### src/rtl/alu_pin_cmd_loader.sv
// rtl/alu_pin_cmd_loader.sv - pin-side byte protocol: load opcode/operands, run one ALU op, return result and flags
module alu_pin_cmd_loader #(
    parameter int OP_W    = 4,
    parameter int TIMEOUT = 64,
    parameter int CNT_W   = 7
) (
    input  logic            clk,
    input  logic            rst_n,
    input  logic            ena,
    input  logic [7:0]      data_in,
    input  logic            strb_in,
    output logic [7:0]      data_out,
    output logic            ack_out,
    output logic            busy_out,
    output logic            err_out,
    output logic [OP_W-1:0] alu_op,
    output logic [7:0]      alu_a,
    output logic [7:0]      alu_b,
    output logic            alu_start,
    input  logic            alu_done,
    input  logic [15:0]     alu_result,
    input  logic [3:0]      alu_flags
);

    typedef enum logic [2:0] {
        S_IDLE, S_GET_A, S_GET_B, S_ISSUE, S_WAIT, S_OUT_LO, S_OUT_HI, S_OUT_FL
    } state_t;

    state_t            state_q, state_d;
    logic              sync1_q, sync1_d;
    logic              sync2_q, sync2_d;
    logic              sync3_q, sync3_d;
    logic [CNT_W-1:0]  cnt_q, cnt_d;
    logic [OP_W-1:0]   op_q, op_d;
    logic [7:0]        a_q, a_d;
    logic [7:0]        b_q, b_d;
    logic [15:0]       result_q, result_d;
    logic [3:0]        flags_q, flags_d;
    logic              err_q, err_d;
    logic              ack_q, ack_d;
    logic              busy_q, busy_d;
    logic [7:0]        dout_q, dout_d;
    logic              strb_edge;

    // Edges seen while disabled are dropped rather than queued.
    assign strb_edge = sync2_q & ~sync3_q & ena;

    always_comb begin
        state_d  = state_q;
        sync1_d  = strb_in;
        sync2_d  = sync1_q;
        sync3_d  = sync2_q;
        cnt_d    = cnt_q;
        op_d     = op_q;
        a_d      = a_q;
        b_d      = b_q;
        result_d = result_q;
        flags_d  = flags_q;
        err_d    = err_q;
        ack_d    = ack_q;
        dout_d   = dout_q;
        if (ena) begin
            case (state_q)
                S_IDLE: if (strb_edge) begin
                    op_d    = data_in[OP_W-1:0];
                    err_d   = 1'b0;
                    ack_d   = ~ack_q;
                    state_d = S_GET_A;
                end
                S_GET_A: if (strb_edge) begin
                    a_d     = data_in;
                    ack_d   = ~ack_q;
                    state_d = S_GET_B;
                end
                S_GET_B: if (strb_edge) begin
                    b_d     = data_in;
                    ack_d   = ~ack_q;
                    state_d = S_ISSUE;
                end
                S_ISSUE: begin
                    cnt_d   = '0;
                    state_d = S_WAIT;
                end
                S_WAIT: begin
                    cnt_d = cnt_q + CNT_W'(1);
                    // A done arriving on the final wait cycle still wins over the timeout.
                    if (alu_done) begin
                        result_d = alu_result;
                        flags_d  = alu_flags;
                        dout_d   = alu_result[7:0];
                        state_d  = S_OUT_LO;
                    end else if (cnt_d == CNT_W'(TIMEOUT - 1)) begin
                        result_d = '0;
                        flags_d  = '0;
                        err_d    = 1'b1;
                        dout_d   = '0;
                        state_d  = S_OUT_LO;
                    end
                end
                S_OUT_LO: if (strb_edge) begin
                    dout_d  = result_q[15:8];
                    ack_d   = ~ack_q;
                    state_d = S_OUT_HI;
                end
                S_OUT_HI: if (strb_edge) begin
                    dout_d  = {flags_q, 3'b000, err_q};
                    ack_d   = ~ack_q;
                    state_d = S_OUT_FL;
                end
                S_OUT_FL: if (strb_edge) begin
                    ack_d   = ~ack_q;
                    state_d = S_IDLE;
                end
                default: state_d = S_IDLE;
            endcase
        end
        busy_d = (state_d == S_ISSUE) || (state_d == S_WAIT);
    end

    always_ff @(posedge clk or negedge rst_n) begin
        if (!rst_n) begin
            state_q  <= S_IDLE;
            sync1_q  <= 1'b0;
            sync2_q  <= 1'b0;
            sync3_q  <= 1'b0;
            cnt_q    <= '0;
            op_q     <= '0;
            a_q      <= '0;
            b_q      <= '0;
            result_q <= '0;
            flags_q  <= '0;
            err_q    <= 1'b0;
            ack_q    <= 1'b0;
            busy_q   <= 1'b0;
            dout_q   <= '0;
        end else begin
            state_q  <= state_d;
            sync1_q  <= sync1_d;
            sync2_q  <= sync2_d;
            sync3_q  <= sync3_d;
            cnt_q    <= cnt_d;
            op_q     <= op_d;
            a_q      <= a_d;
            b_q      <= b_d;
            result_q <= result_d;
            flags_q  <= flags_d;
            err_q    <= err_d;
            ack_q    <= ack_d;
            busy_q   <= busy_d;
            dout_q   <= dout_d;
        end
    end

    // Gated by ena so a pulse held off in ISSUE fires on the first enabled cycle.
    assign alu_start = ena && (state_q == S_ISSUE);
    assign data_out  = dout_q;
    assign ack_out   = ack_q;
    assign busy_out  = busy_q;
    assign err_out   = err_q;
    assign alu_op    = op_q;
    assign alu_a     = a_q;
    assign alu_b     = b_q;

endmodule

### config.mk
export PLATFORM = sky130hd
export DESIGN_NAME = alu_pin_cmd_loader
export DESIGN_NICKNAME = d
export VERILOG_FILES = /design/src/rtl/alu_pin_cmd_loader.sv
export SDC_FILE = /design/constraint.sdc
export NUM_CORES = 1
export LEC_CHECK = 0
export BUFFER_PORTS_ARGS = -buffer_cell sky130_fd_sc_hd__buf_2
export CORE_ASPECT_RATIO = 0.7
export CORE_MARGIN = 1.5
export CORE_UTILIZATION = 47
export DETAILED_ROUTE_END_ITERATION = 10
export PLACE_DENSITY = 0.86
export SETUP_SLACK_MARGIN = 0.15
export SKIP_CTS_REPAIR_TIMING = 1
export SYNTH_ARGS = -nofsm -noshare
export SYNTH_HDL_FRONTEND = slang
export SYNTH_SLANG_ARGS = --single-unit
### constraint.sdc
create_clock -name clk -period 1.8 [get_ports clk]
set_input_delay 0.36 -clock clk [delete_from_list [all_inputs] [get_ports clk]]
set_output_delay 0.36 -clock clk [all_outputs]
set_load 0.01 [all_outputs]
==> flow_metrics.env <==
export IMPL_rsz0062_at_grt="yes"
export IMPL_via_count=2140
export IMPL_critical_path_max_stage_delay_ns=0.48
export IMPL_wirelength_mm=6.427
export IMPL_clock_sinks=56
export IMPL_min_path_type="input pin to asynchronous set/reset pin"
export IMPL_place_ws_ns=-0.04343
export IMPL_avgViaCountPerCell=5.587
export IMPL_areaGrowthSynthToFinish_pct=33.38
export IMPL_synth_ff_type="dfrtp_1"
export IMPL_crit_path_end_kind="flop"
export IMPL_synth_cells=222
export IMPL_fin_crit_ns=1.947
export IMPL_holdWs_ns=0.009557
export IMPL_finish_utilization_pct=65.10
export IMPL_grt_pass1_vias=1982
export IMPL_worst_setup_path_start_kind="flop"
export IMPL_post_route_drc_count=0
export IMPL_finalCritPeriodShare_pct=108.2
export IMPL_crit_path_cell_trace="nor4_4 > a31oi_4 > a211oi_4 > o21ai_4 > buf_12 > mux2_2"
export IMPL_ys_seq_area_share_pct=54.90
export IMPL_cts_max_path_buffers=2
export IMPL_synth_net_count=257
export IMPL_synth_edff_count=0
export IMPL_h_tree_depth=2
export IMPL_drt_pass1_iter_count=6
export IMPL_status="finished, violations left"
export IMPL_drv_cap=0
export IMPL_cp_slowest_cell="dfrtp_1"
export IMPL_io_buffers=64
export IMPL_antenna_found_initial=0
export IMPL_grt_usage_pct=20.68
export IMPL_timing_worst_setup_path_type="flop to flop"
export IMPL_violations="setup timing"
export IMPL_synth_area_um2=2552
export IMPL_core_um2=5230
export IMPL_antenna_left=0
export IMPL_final_nets=345
export IMPL_synth_area_per_cell_um2=11.50
export IMPL_grt_pass1_wl_mm=9.487
export IMPL_rows=22
export IMPL_slew_headroom_pct=65.30
export IMPL_totalPowerFinal_w=0.004884
export IMPL_gp_congestion=0.8859
export IMPL_ir_drop_mv=0.7011
export IMPL_multiInputGateArea_um2=1245
export IMPL_n_antenna_cell=0
export IMPL_maxClockFrequency_mhz=513.6
export IMPL_finalSetupViolations=20
export IMPL_clock_latency_ns=0.32
export IMPL_place_hpwl_mm=4.209
export IMPL_path_max_fanout=8
export IMPL_path_delay_family="compound AO/OA/AOI/OAI gates"
export IMPL_worst_slew_pin_slew_ns=0.5194
export IMPL_cts_clk_slew_worst_paths_ns=0.11
export IMPL_required_ns=2.01
export IMPL_nFillCells=408
export IMPL_initial_core_util_pct=48.80
export IMPL_synth_cell_types=35
export IMPL_fin_skew_ns=0.006489
export IMPL_drt_wirelength_per_cell_um=16.78
export IMPL_dieArea_um2=5889
export IMPL_cts_tree="built"
export IMPL_layout_area_seq_um2=1408
export IMPL_drt_iter0_drc=162
export IMPL_slew_viol_final=0
export IMPL_p_leak_nw=1.668
export IMPL_grt_overflow_total=0
export IMPL_path_buf_inv=1
export IMPL_clock_root_buffer="clkbuf_8"
export IMPL_hold_viol=0
export IMPL_cts_buffers=5
export IMPL_yosys_register_bits=56
export IMPL_grt_max_degree=57
export IMPL_p_per_area_nw_per_um2=1434
export IMPL_timing_final_ws_setup_ns=-0.1469
export IMPL_ys_warn_count=0
export IMPL_die_height_um=64.66
export IMPL_ioPinCount=65
export IMPL_arrival_ns=2.16
export IMPL_async_reset_ff_share_pct=100.0
export IMPL_drive_above_1_share_pct=50.48
export IMPL_fp_dieW_um=91.08
cells in the final DEF, fill, tap and decap left out, drive strengths merged, types with 3 or more instances in the layout:
| cell | Yosys | routed |
|---|---|---|
| a32o | 3 | 3 |
| nor2b | 6 | 6 |
| mux2 | 28 | 28 |
| a31oi | 3 | 3 |
| a22o | 13 | 13 |
| buf | 4 | 91 |
| xor2 | 4 | 4 |
| nand3 | 14 | 14 |
| o21ai | 24 | 24 |
| a21oi | 5 | 5 |
| inv | 3 | 4 |
| nor2 | 8 | 8 |
| clkbuf | 6 | 5 |
| nand2b | 4 | 4 |
| dfrtp | 56 | 56 |
| nand2 | 19 | 19 |
| a22oi | 5 | 5 |
final timing paths:
| kind | from | end | slack, ns | cells after the start |
|---|---|---|---|---|
| max in group asynchronous | rst_n | cnt_q[3] | 1.52 | 2 |
| worst max register to register | cnt_q[6] | data_out[6] | -0.15 | 6 |
| worst max-delay path | cnt_q[6] | data_out[6] | -0.15 | 6 |
| min in group clk | strb_in | sync1_q | 0.14 | 1 |
| worst min-delay path | rst_n | data_out[3] | 0.01 | 2 |
| worst min register to register | sync1_q | sync2_q | 0.36 | 0 |
sequential cells by signal (all words and copies together) (netlist names):
signal / count
alu_a: 8
alu_b: 8
data_out: 8
result_q: 8
cnt_q: 7
alu_op: 4
flags_q: 4
state_q: 3
ack_out: 1
busy_out: 1
err_out: 1
sync1_q: 1
sync2_q: 1
sync3_q: 1
worst register-to-register path, cell delays in order, from the launching register on:
cell and delay, ns:
dfrtp_1 0.48, nor4_4 0.35, a31oi_4 0.07, a211oi_4 0.39, o21ai_4 0.11, buf_12 0.15, mux2_2 0.29
synth_stat cells, types with 3 or more instances:
library cell	instances	area, um2
buf_2	4	20.02
a22oi_1	5	37.54
o21ai_0	21	105.1
nand2_1	19	71.32
nand3_1	13	65.06
dfrtp_1	56	1401
clkbuf_1	6	22.52
a31oi_1	3	18.77
nand2b_1	4	25.02
inv_1	3	11.26
nor2_1	8	30.03
mux2_2	28	315.3
a22o_1	13	113.9
nor2b_1	6	37.54
xor2_1	4	35.03
a32o_1	3	30.03
a21oi_1	5	25.02
layer usage:
layer | up-vias | global-route usage [%] | wire, um
met4 | 0 | 6.250 | 89
met5 | - | 0 | 0
met2 | 99 | 30.04 | 2969
li1 | 987 | - | -
met3 | 12 | 5.634 | 573
met1 | 1042 | 30.21 | 2795
kinds of logic after synthesis:
kind of cell	after synthesis	synth area share, %
AO/OA/AOI/OAI	59	16.47
AND/OR/NAND/NOR	58	11.08
flip-flops	56	54.90
multiplexers	28	12.35
buffers and inverters	13	2.108
XOR/XNOR	5	1.716
adder cells (fa/ha/maj)	3	1.372
through the flow:
step / setup TNS, ns / std cells / cell area (um2)
after floorplan: 0 / 222 / 2619
after global placement: 0 / 368 / 3138
after detailed placement: -0.6136 / 368 / 3138
after CTS: -1.020 / 376 / 3234
after global routing: -3.165 / 383 / 3405
final: -2.496 / 383 / 3405
layout make-up:
class / instances / share of cell area (%)
Multi-Input combinational cell: 153 / 36.57
Inverter: 3 / 0.3308
Clock inverter: 3 / 0.8085
Timing Repair Buffer: 91 / 16.28
Clock buffer: 5 / 2.021
Tap cell: 72 / 2.646
Sequential cell: 56 / 41.35
report_power, final:
| group | leakage (nW) | total (W) | switching, W | internal, W |
|---|---|---|---|---|
| Sequential | 0.721 | 0.00204 | 0.000340 | 0.00170 |
| Combinational | 0.901 | 0.00211 | 0.00109 | 0.00102 |
| Clock | 0.0463 | 0.000734 | 0.000448 | 0.000287 |
| Total | 1.67 | 0.00488 | 0.00188 | 0.00300 |
Power figures use the tool's default switching activity.
